**src/rtl/cpu_gpio_pkg.sv**
```systemverilog
// ============================================================================
// cpu_gpio_pkg : register offsets and channel stride for the cpu_gpio block
// Revision 1.0
// ============================================================================
`default_nettype none

package cpu_gpio_pkg;

  localparam logic [2:0] REG_OUT  = 3'd0;
  localparam logic [2:0] REG_SET  = 3'd1;
  localparam logic [2:0] REG_CLR  = 3'd2;
  localparam logic [2:0] REG_TGL  = 3'd3;
  localparam logic [2:0] REG_IN   = 3'd4;
  localparam logic [2:0] REG_EN   = 3'd5;
  localparam logic [2:0] REG_STAT = 3'd6;

  localparam int CHAN_STRIDE = 8;

endpackage

`default_nettype wire

```
**src/rtl/gpio_channel.sv**
```systemverilog
// ============================================================================
// gpio_channel : one 8-bit port with OUT/EN/STAT, 3-stage input sync, edge irq
// Revision 1.0
// ============================================================================
`default_nettype none

module gpio_channel
  import cpu_gpio_pkg::*;
#(
  parameter logic [7:0] OUT_RESET = 8'h00
) (
  input  logic       clk,
  input  logic       reset,
  input  logic       we_out,
  input  logic       we_set,
  input  logic       we_clr,
  input  logic       we_tgl,
  input  logic       we_en,
  input  logic       we_stat,
  input  logic [7:0] wdata,
  input  logic [7:0] pins,
  output logic [7:0] out,
  output logic [7:0] in_sync,
  output logic [7:0] en,
  output logic [7:0] stat,
  output logic       chan_irq
);

  logic [7:0] r_out;
  logic [7:0] r_en;
  logic [7:0] r_stat;
  logic [7:0] r_s1;
  logic [7:0] r_s2;
  logic [7:0] r_s3;
  logic [7:0] w_edge;
  logic [7:0] w_w1c;

  assign w_edge = r_s2 & ~r_s3;
  assign w_w1c  = we_stat ? wdata : 8'h00;

  always_ff @(posedge clk) begin
    if (reset) begin
      r_out  <= OUT_RESET;
      r_en   <= 8'h00;
      r_stat <= 8'h00;
      r_s1   <= 8'h00;
      r_s2   <= 8'h00;
      r_s3   <= 8'h00;
    end else begin
      r_s1 <= pins;
      r_s2 <= r_s1;
      r_s3 <= r_s2;
      // Strobes are mutually exclusive: at most one register offset per write.
      if (we_out)      r_out <= wdata;
      else if (we_set) r_out <= r_out | wdata;
      else if (we_clr) r_out <= r_out & ~wdata;
      else if (we_tgl) r_out <= r_out ^ wdata;
      if (we_en) r_en <= wdata;
      // A fresh edge wins over a simultaneous write-one-to-clear.
      r_stat <= (r_stat & ~w_w1c) | w_edge;
    end
  end

  assign out      = r_out;
  assign in_sync  = r_s2;
  assign en       = r_en;
  assign stat     = r_stat;
  assign chan_irq = |(r_stat & r_en);

endmodule

`default_nettype wire

```
**src/rtl/cpu_gpio.sv**
```systemverilog
// ============================================================================
// cpu_gpio : memory-mapped multi-channel GPIO on the 65C02 bus, registered reads
// Revision 1.0
// ============================================================================
`default_nettype none

module cpu_gpio
  import cpu_gpio_pkg::*;
#(
  parameter int                ADDR_W    = 16,
  parameter logic [ADDR_W-1:0] BASE_ADDR = 16'h0400,
  parameter int                CHANNELS  = 2,
  parameter logic [7:0]        OUT_RESET = 8'h00
) (
  input  logic                  clk,
  input  logic                  reset,
  input  logic [ADDR_W-1:0]     addr,
  input  logic                  we,
  input  logic [7:0]            data_in,
  output logic [7:0]            data_out,
  output logic                  hit,
  input  logic [8*CHANNELS-1:0] gpio_in,
  output logic [8*CHANNELS-1:0] gpio_out,
  output logic                  irq
);

  logic [ADDR_W-1:0]   w_off;
  logic                w_in_window;
  logic [2:0]          w_ch;
  logic [2:0]          w_reg;
  logic [7:0]          w_rdata;
  logic [CHANNELS-1:0] w_chan_irq;
  logic [7:0]          w_out  [CHANNELS];
  logic [7:0]          w_in   [CHANNELS];
  logic [7:0]          w_en   [CHANNELS];
  logic [7:0]          w_stat [CHANNELS];
  logic [7:0]          r_data_out;
  logic                r_hit;

  // Offset arithmetic makes unpopulated channel slots fall outside the window.
  assign w_off       = addr - BASE_ADDR;
  assign w_in_window = w_off < ADDR_W'(CHAN_STRIDE * CHANNELS);
  assign w_ch        = w_off[5:3];
  assign w_reg       = addr[2:0];

  generate
    for (genvar c = 0; c < CHANNELS; c++) begin : g_chan
      logic w_wr;
      assign w_wr = we && w_in_window && (w_ch == 3'(c));

      gpio_channel #(
        .OUT_RESET (OUT_RESET)
      ) u_chan (
        .clk      (clk),
        .reset    (reset),
        .we_out   (w_wr && (w_reg == REG_OUT)),
        .we_set   (w_wr && (w_reg == REG_SET)),
        .we_clr   (w_wr && (w_reg == REG_CLR)),
        .we_tgl   (w_wr && (w_reg == REG_TGL)),
        .we_en    (w_wr && (w_reg == REG_EN)),
        .we_stat  (w_wr && (w_reg == REG_STAT)),
        .wdata    (data_in),
        .pins     (gpio_in[8*c +: 8]),
        .out      (w_out[c]),
        .in_sync  (w_in[c]),
        .en       (w_en[c]),
        .stat     (w_stat[c]),
        .chan_irq (w_chan_irq[c])
      );

      assign gpio_out[8*c +: 8] = w_out[c];
    end
  endgenerate

  always_comb begin
    w_rdata = 8'h00;
    for (int c = 0; c < CHANNELS; c++) begin
      if (w_in_window && (w_ch == 3'(c))) begin
        case (w_reg)
          REG_OUT, REG_SET, REG_CLR, REG_TGL: w_rdata = w_out[c];
          REG_IN:   w_rdata = w_in[c];
          REG_EN:   w_rdata = w_en[c];
          REG_STAT: w_rdata = w_stat[c];
          default:  w_rdata = 8'h00;
        endcase
      end
    end
  end

  always_ff @(posedge clk) begin
    if (reset) begin
      r_data_out <= 8'h00;
      r_hit      <= 1'b0;
    end else begin
      r_data_out <= w_rdata;
      r_hit      <= w_in_window;
    end
  end

  assign data_out = r_data_out;
  assign hit      = r_hit;
  assign irq      = |w_chan_irq;

endmodule

`default_nettype wire

```
**config.mk**
```make
export PLATFORM = sky130hd
export DESIGN_NAME = cpu_gpio
export DESIGN_NICKNAME = d
export VERILOG_FILES = /design/src/rtl/cpu_gpio_pkg.sv /design/src/rtl/gpio_channel.sv /design/src/rtl/cpu_gpio.sv
export SDC_FILE = /design/constraint.sdc
export NUM_CORES = 1
export LEC_CHECK = 0
export ABC_AREA = 0
export ABC_CLOCK_PERIOD_IN_PS = 3100
export BUFFER_PORTS_ARGS = -buffer_cell sky130_fd_sc_hd__buf_2
export CORE_ASPECT_RATIO = 1.25
export CORE_UTILIZATION = 35
export DETAILED_ROUTE_END_ITERATION = 7
export GPL_TIMING_DRIVEN = 0
export MAX_ROUTING_LAYER = met4
export REMOVE_ABC_BUFFERS = 1
export SYNTH_ARGS = -nofsm -noshare
export SYNTH_HDL_FRONTEND = slang
export SYNTH_SLANG_ARGS = --single-unit
```
**constraint.sdc**
```tcl
create_clock -name clk -period 3.1 [get_ports clk]
set_input_delay 0.62 -clock clk [delete_from_list [all_inputs] [get_ports clk]]
set_output_delay 0.62 -clock clk [all_outputs]
set_load 0.01 [all_outputs]
```
==> Implementation_results.wiki, run 1 <==
{| class="wikitable"
! Metric !! Value
|-
| Vias after detailed routing || 4322
|-
| Crit path kind || primary input to flop
|-
| Via-to-Cell Ratio || ~5.5
|-
| ANT cells || 0
|-
| Filler Cell Count || around 1400
|-
| Pin slew with the least headroom to its limit || 1.245 ns
|-
| RSZ-0062 raised after global routing || no
|-
| Biggest cell delay along the critical path || 0.68 ns
|-
| Sequential cell area || 0.002102 mm2
|-
| Max Fclk || between 300 and 400 MHz
|-
| Routed WL || 13780 um
|-
| Hold-critical path endpoint || g_chan[1].u_chan.in_sync[1]
|-
| Worst setup EP type || flop
|-
| Synth-to-Final Area Change || 13.86%
|-
| Synthesized-area fraction occupied by xor and xnor cells || 0.1702%
|-
| Die boundary height || 137.6 um
|-
| Number of cells in the finished layout apart from fillers || 785
|-
| Worst VDD drop || 0.0002401 V
|-
| Placeable core area || 0.01435 mm2
|-
| Depth of the CTS H-tree || 3
|-
| First DRT Iteration DRCs || 365
|-
| Relative slew slack || roughly 16%
|-
| Setup slack after layout || ~0.3 ns
|-
| Data arrival, critical path || 3.03 ns
|-
| Overall fraction of global-route tracks in use || 18.54%
|-
| Compound-gate portion of the synthesized area || between 20% and 30%
|-
| Clock tree from TritonCTS || yes
|-
| Reported max-cap violation count || 0
|-
| Final net count || 677
|-
| Launch instance of the worst min-delay path || g_chan[1].u_chan.r_s1[1]
|-
| Final Hold Fails || 0
|-
| Pin count of the biggest net entering global routing || slightly above 70
|-
| Synth unique cells || 57
|-
| Area of combinational cells with multiple inputs || 0.002721 mm2
|-
| Total of flip-flops plus latches after synthesis || 105
|-
| Arithmetic-cell share of the synthesized area counting full adders, half adders and majority gates || 7.780%
|-
| Final setup vio count || 0
|-
| TritonCTS buffer count || 9
|-
| Standby leakage power || 2.321 nW
|-
| Family with the most delay on the worst path || simple AND/OR/NAND/NOR gates
|-
| Data required time of the worst path || 3.33 ns
|-
| Primary FF master, synth || dfxtp_1
|-
| Number of pins exceeding their max-slew limit in the final report || 0
|-
| Synth Area per Inst || 9.173 um2
|-
| Clk_lat worst skew || between 0.3 and 0.4 ns
|-
| Buffers from clock root to sink, at most || 2
|-
| Setup slack after placement || -0.7586 ns
|-
| Main combinational cell family by area after synthesis || compound AO/OA/AOI/OAI gates
|-
| Number of warnings reported in the yosys synthesis log || 0
|-
| Detailed placement HPWL || 8929 um
|-
| Crit Reg-Reg Endpoint || g_chan[0].u_chan.out[7]
|-
| Number of buffers inserted by post-CTS setup repair || 0
|-
| Mapped Cells || 561
|-
| Drt wl/cell || ~18 um
|-
| Effective utilization at floorplan || 35.87%
|-
| DRC violations left || 0
|-
| Count of cells along the worst hold path || 1
|-
| Outcome || finished, final reports clean
|-
| Final period demand of the worst path || 2.799 ns
|-
| Number of global-route vias before repair || between 4000 and 5000
|-
| Post-synth EDFFs || 0
|-
| Count of TritonRoute iterations in the first routing pass || 5
|-
| Setup TNS || 0 ns
|-
| CP bufs+invs || 1
|-
| CTS root buffer || clkbuf_16
|-
| Simple-gate portion of the synthesized area || 19.40%
|-
| # port buffers || 68
|-
| Number of standard-cell rows in the floorplan || between 40 and 50
|-
| Placed Cells || 769
|-
| Total grt overflow || 0
|-
| Worst R2R Path Depth || 6
|-
| Global-route wire length before repair || 21420 um
|-
| Fin crit share || 90.31%
|-
| Max Fanout on Critical Path || 45
|-
| Fraction of layout instances using a drive strength above 1 || between 10% and 20%
|-
| Io pins || 69
|-
| Clock skew || 0.008625 ns
|-
| Fraction of registers with async set/reset || 0%
|-
| R2r setup slk || 1.57 ns
|-
| Share of synthesized area spent on multiplexers || 4.668%
|-
| Type of element launching the critical path || primary input
|-
| Post-CTS Hold Fix Bufs || 0
|-
| Hold Worst Slack || ~0.43 ns
|-
| Synthesized area || 0.005146 mm2
|-
| List of cells traversed by the critical path || buf_2, nor2b_1, nand4_2, or2_0, a31o_1
|-
| Cell at the slowest stage of the critical path || buf_2
|-
| Die Area || 0.01520 mm2
|-
| Type of the worst min-delay path || flop to flop
|-
| Clock Pin Slew Worst Setup and Hold Paths || around 0.080 ns
|-
| Horiz. Die Dim || 110.5 um
|-
| Routability-driven placement congestion ratio || 0.8222
|-
| Power per unit of standard cell area || 487.5 mW/mm2
|-
| Antenna violations before repair || 0
|-
| Num Clock Sinks || 105
|-
| Startpoint of the most critical register-to-register path || g_chan[0].u_chan.out[7]
|-
| Remaining antenna violation count after routing || 0
|-
| Register area share after synthesis || 40.85%
|}
==> registers in the layout (all words and copies together), names as in the netlist <==
register               flops
g_chan.u_chan.stat        16
g_chan.u_chan.r_s3        16
g_chan.u_chan.out         16
g_chan.u_chan.r_s1        16
g_chan.u_chan.en          16
data_out                   8
hit                        1
g_chan.u_chan.in_sync     16
==> logic make-up after synthesis <==
| family | count (synthesis) |
|---|---|
| xor gates and xnor gates | 1 |
| DFF | 105 |
| adders and majority gates | 32 |
| buffers and inverters | 80 |
| muxes | 24 |
| and+or+nand+nor | 164 |
| AOI/OAI and AO/OA | 155 |
==> layout by cell type, fill, tap and decap left out, types with 3 or more instances in the layout <==
| cell | instances |
|---|---|
| o221ai_1 | 18 |
| o2111ai_1 | 3 |
| nor4_1 | 4 |
| inv_6 | 4 |
| o21ai_0 | 28 |
| o31ai_1 | 18 |
| nand2_1 | 31 |
| a31o_1 | 8 |
| a22o_1 | 4 |
| buf_2 | 66 |
| nor2_1 | 5 |
| mux2i_1 | 24 |
| a221oi_1 | 5 |
| o2bb2ai_1 | 4 |
| nand2b_1 | 21 |
| a21o_1 | 4 |
| dfxtp_1 | 105 |
| o32ai_1 | 4 |
| a31oi_1 | 9 |
| a21boi_0 | 3 |
| inv_1 | 41 |
| nor3_1 | 17 |
| clkbuf_16 | 9 |
| ha_1 | 32 |
| a21oi_1 | 29 |
| o22ai_1 | 10 |
| nor2b_1 | 62 |
==> final cells by class <==
cell class | count | area share, %
Tap cell | 178 | 3.801
Timing Repair Buffer | 68 | 5.894
Inverter | 42 | 2.712
Clock inverter | 6 | 1.196
Multi-Input combinational cell | 376 | 46.44
Clock buffer | 10 | 4.079
Sequential cell | 105 | 35.87
==> synthesized netlist by cell type, types with 3 or more instances <==
cell type,count,share of area (%)
nor2b_1,62,7.5
o22ai_1,10,1.2
inv_1,41,3.0
a21boi_0,3,0.44
o2bb2ai_1,4,0.68
buf_1,4,0.29
o21ai_0,28,2.7
o2111ai_1,3,0.51
nor3_1,18,1.8
dfxtp_1,105,41
ha_1,32,7.8
a21o_1,4,0.58
a221oi_1,5,0.85
o31ai_1,18,2.6
o32ai_1,4,0.68
o221ai_1,18,3.1
buf_2,4,0.39
a21oi_1,29,2.8
nand2_1,31,2.3
nand2b_1,21,2.6
nor2_1,5,0.36
mux2i_1,24,4.7
clkbuf_1,27,2.0
a31o_1,8,1.4
buf_6,3,0.66
a31oi_1,9,1.1
a22o_1,4,0.68
nor4_1,4,0.49
==> where the power goes <==
part / switching [mW] / leakage, nW / internal (mW)
registers: 0.0178 / 0.856 / 1.38
logic: 0.153 / 1.31 / 0.0999
clock network: 0.542 / 0.154 / 0.660
==> worst reg2reg max path, stage by stage, from the launching register on <==
cell,delay (ns)
dfxtp_1,0.39
inv_1,0.06
ha_1,0.29
nand2_1,0.06
o21ai_0,0.10
a221oi_1,0.34
a211oi_1,0.11
==> per-layer routing <==
layer	vias to the layer above	track usage, %	share of wire [%]
met3	29	3.828	6.8
met2	164	30.19	48
met5	-	-	0
met1	2041	21.83	42
met4	0	9.333	2.7
li1	2088	-	-
==> timing repair <==
action	CTS	global route
pin swaps	0	0
resized for setup	1	1
setup endpoints to repair	27	16
==> stage by stage <==
step / power (mW) / util, % / cell area (um2)
after floorplan: 1.566 / - / 4976
after global placement: 1.673 / 38.61 / 5539
after detailed placement: 1.684 / 38.61 / 5539
after CTS: 2.888 / 40.77 / 5849
after global routing: 2.972 / 40.84 / 5859
final: 2.856 / 40.84 / 5859
==> worst max path at each step <==
stage / from / to / slack [ns] / depth (start not counted)
floorplan: addr[15] / g_chan[1].u_chan.en[0] / 0.76 / 4
global placement: reset / g_chan[1].u_chan.en[6] / -0.71 / 5
detailed placement: reset / g_chan[1].u_chan.en[6] / -0.76 / 5
CTS: addr[1] / g_chan[1].u_chan.stat[6] / 0.05 / 5
global route: addr[1] / g_chan[1].u_chan.stat[6] / 0.16 / 5
finish: addr[0] / g_chan[1].u_chan.en[5] / 0.30 / 5
(Power assumes the default switching activity.)
==> inputs of run 2 (changes only) <==
--- a/config.mk
+++ b/config.mk
@@ -7,13 +7,13 @@
 export LEC_CHECK = 0
 export ABC_AREA = 0
 export ABC_CLOCK_PERIOD_IN_PS = 3100
-export BUFFER_PORTS_ARGS = -buffer_cell sky130_fd_sc_hd__buf_2
 export CORE_ASPECT_RATIO = 1.25
 export CORE_UTILIZATION = 35
 export DETAILED_ROUTE_END_ITERATION = 7
-export GPL_TIMING_DRIVEN = 0
+export DONT_BUFFER_PORTS = 1
 export MAX_ROUTING_LAYER = met4
 export REMOVE_ABC_BUFFERS = 1
+export SETUP_SLACK_MARGIN = 0.4
 export SYNTH_ARGS = -nofsm -noshare
 export SYNTH_HDL_FRONTEND = slang
 export SYNTH_SLANG_ARGS = --single-unit
==> Implementation_results.wiki, run 2 (synthesized netlist as in run 1, its figures left out) <==
{| class="wikitable"
! Metric !! Value
|-
| Fin util || 38.58% (was 40.84%)
|-
| Max Fanout on Critical Path || 7 (was 45)
|-
| CTS root buffer || clkbuf_16 (unchanged)
|-
| Clk_lat worst skew || 0.35 ns (about the same)
|-
| Relative slew slack || 30.06% (was 16.28%)
|-
| Max Fclk || 451.1 MHz (was 357.2 MHz)
|-
| Worst VDD drop || 0.0002516 V (was 0.0002401 V)
|-
| Final net count || 616 (was 677)
|-
| Filler Cell Count || 1445 (was 1441)
|-
| Setup TNS || 0 ns (unchanged)
|-
| Type of element launching the critical path || primary input (unchanged)
|-
| Global-route wire length before repair || 21710 um (was 21420 um)
|-
| Synth-to-Final Area Change || 7.561% (was 13.86%)
|-
| Reported max-cap violation count || 0 (unchanged)
|-
| Detailed placement HPWL || 9188 um (was 8929 um)
|-
| Depth of the CTS H-tree || 3 (unchanged)
|-
| Worst setup EP type || flop (unchanged)
|-
| Clock tree from TritonCTS || yes (unchanged)
|-
| Standby leakage power || 2.023 nW (was 2.321 nW)
|-
| Resized Gates After CTS || 0 (was 1)
|-
| Effective utilization at floorplan || 35.87% (unchanged)
|-
| Type of the worst min-delay path || primary input to flop (was flop to flop)
|-
| Vias after detailed routing || 4140 (was 4322)
|-
| Final std cell area, no fill || 0.005535 mm2 (was 0.005859 mm2)
|-
| Die boundary height || 137.6 um (unchanged)
|-
| Via-to-Cell Ratio || 5.718 (was 5.506)
|-
| Most used cells in the layout excluding fill and tap cells || dfxtp_1, nor2b_1, inv_1 (was dfxtp_1, buf_2, nor2b_1)
|-
| TritonCTS buffer count || 9 (unchanged)
|-
| Pin count of the biggest net entering global routing || 71 (unchanged)
|-
| Cell area after placement || 0.005251 mm2 (was 0.005539 mm2)
|-
| Worst R2R Path Depth || 5 (was 6)
|-
| Crit path kind || primary input to flop (unchanged)
|-
| Total grt overflow || 0 (unchanged)
|-
| Number of global-route vias before repair || 3918 (was 4051)
|-
| Final period demand of the worst path || 2.217 ns (was 2.799 ns)
|-
| Data arrival, critical path || 2.49 ns (was 3.03 ns)
|-
| Drt wl/cell || 19.29 um (was 17.55 um)
|-
| Fraction of layout instances using a drive strength above 1 || 6.227% (was 15.98%)
|-
| RSZ-0062 raised after global routing || no (unchanged)
|-
| R2r setup slk || 1.60 ns (was 1.57 ns)
|-
| Die Area || 0.01520 mm2 (unchanged)
|-
| Count of TritonRoute iterations in the first routing pass || 5 (unchanged)
|-
| Post-CTS Hold Fix Bufs || 0 (unchanged)
|-
| Number of standard-cell rows in the floorplan || 49 (unchanged)
|-
| Io pins || 69 (unchanged)
|-
| Power per unit of standard cell area || 488.4 mW/mm2 (was 487.5 mW/mm2)
|-
| # port buffers || 0 (was 68)
|-
| Final Hold Fails || 0 (unchanged)
|-
| Buffers from clock root to sink, at most || 2 (unchanged)
|-
| Leading cell type in the layout, fill and taps excluded || dfxtp_1 (unchanged)
|-
| Routability-driven placement congestion ratio || 0.8486 (was 0.8222)
|-
| Clock skew || 0.006456 ns (was 0.008625 ns)
|-
| Fin crit share || 71.51% (was 90.31%)
|-
| Overall fraction of global-route tracks in use || 18.99% (was 18.54%)
|-
| Placeable core area || 0.01435 mm2 (unchanged)
|-
| Data required time of the worst path || 3.37 ns (was 3.33 ns)
|-
| Pin slew with the least headroom to its limit || 1.049 ns (was 1.245 ns)
|-
| First DRT Iteration DRCs || 363 (was 365)
|-
| Remaining antenna violation count after routing || 0 (unchanged)
|-
| Count of cells along the worst hold path || 1 (unchanged)
|-
| Number of buffers inserted by post-CTS setup repair || 0 (unchanged)
|-
| Final setup vio count || 0 (unchanged)
|-
| Horiz. Die Dim || 110.5 um (unchanged)
|-
| DRC violations left || 0 (unchanged)
|-
| Clock Pin Slew Worst Setup and Hold Paths || 0.08 ns (about the same)
|-
| Outcome || finished, final reports clean (unchanged)
|-
| ANT cells || 0 (unchanged)
|-
| Antenna violations before repair || 0 (unchanged)
|-
| Routed WL || 13970 um (was 13780 um)
|-
| Number of pins exceeding their max-slew limit in the final report || 0 (unchanged)
|-
| Num Clock Sinks || 105 (unchanged)
|}
[run 2: layer usage]
layer	GRT usage, %	vias up	share of wire, %
li1	-	1969	-
met3	4.795	40	7.4
met5	-	-	0
met1	22.56	1957	43
met2	29.95	174	47
met4	9.630	0	3.4
[run 2: layout make-up]
cell class,instances,area (um2),share of cell area (%)
multi-input cells,376,2716,49.07
flip-flops and latches,105,2102,37.97
clock buffers,9,225.2,4.069
well taps,178,222.7,4.024
inverters,42,157.7,2.848
clock inverters,7,58.81,1.062
repair buffers,7,52.55,0.9494
[run 2: final timing paths]
check | end | from
max | g_chan[1].u_chan.out[5] | addr[11]
min | g_chan[0].u_chan.out[7] | reset
max reg2reg | g_chan[0].u_chan.out[0] | g_chan[0].u_chan.out[0]
min reg2reg | g_chan[0].u_chan.in_sync[1] | g_chan[0].u_chan.r_s1[1]
[run 2: per-stage QoR]
step / hold slack, ns / power (mW) / cells / setup WS (ns)
finish: 0.3333 / 2.703 / 724 / 0.8831
detailed placement: 0.4243 / 1.609 / 708 / 0.5828
global placement: 0.4197 / 1.603 / 708 / 0.6790
floorplan: 0.4138 / 1.566 / 523 / 0.7635
global route: 0.3282 / 2.818 / 724 / 0.8002
CTS: 0.3225 / 2.743 / 724 / 0.8506
[run 2: critical path: stages]
cell and delay (ns):
or4_1 0.71, nor4_1 0.80, o2111ai_1 0.25, o31ai_1 0.11
[run 2: power by group]
group          internal [mW]  switching [mW]
logic                 0.0824          0.0943
registers               1.38          0.0177
clock network          0.562           0.564
total                   2.03           0.675
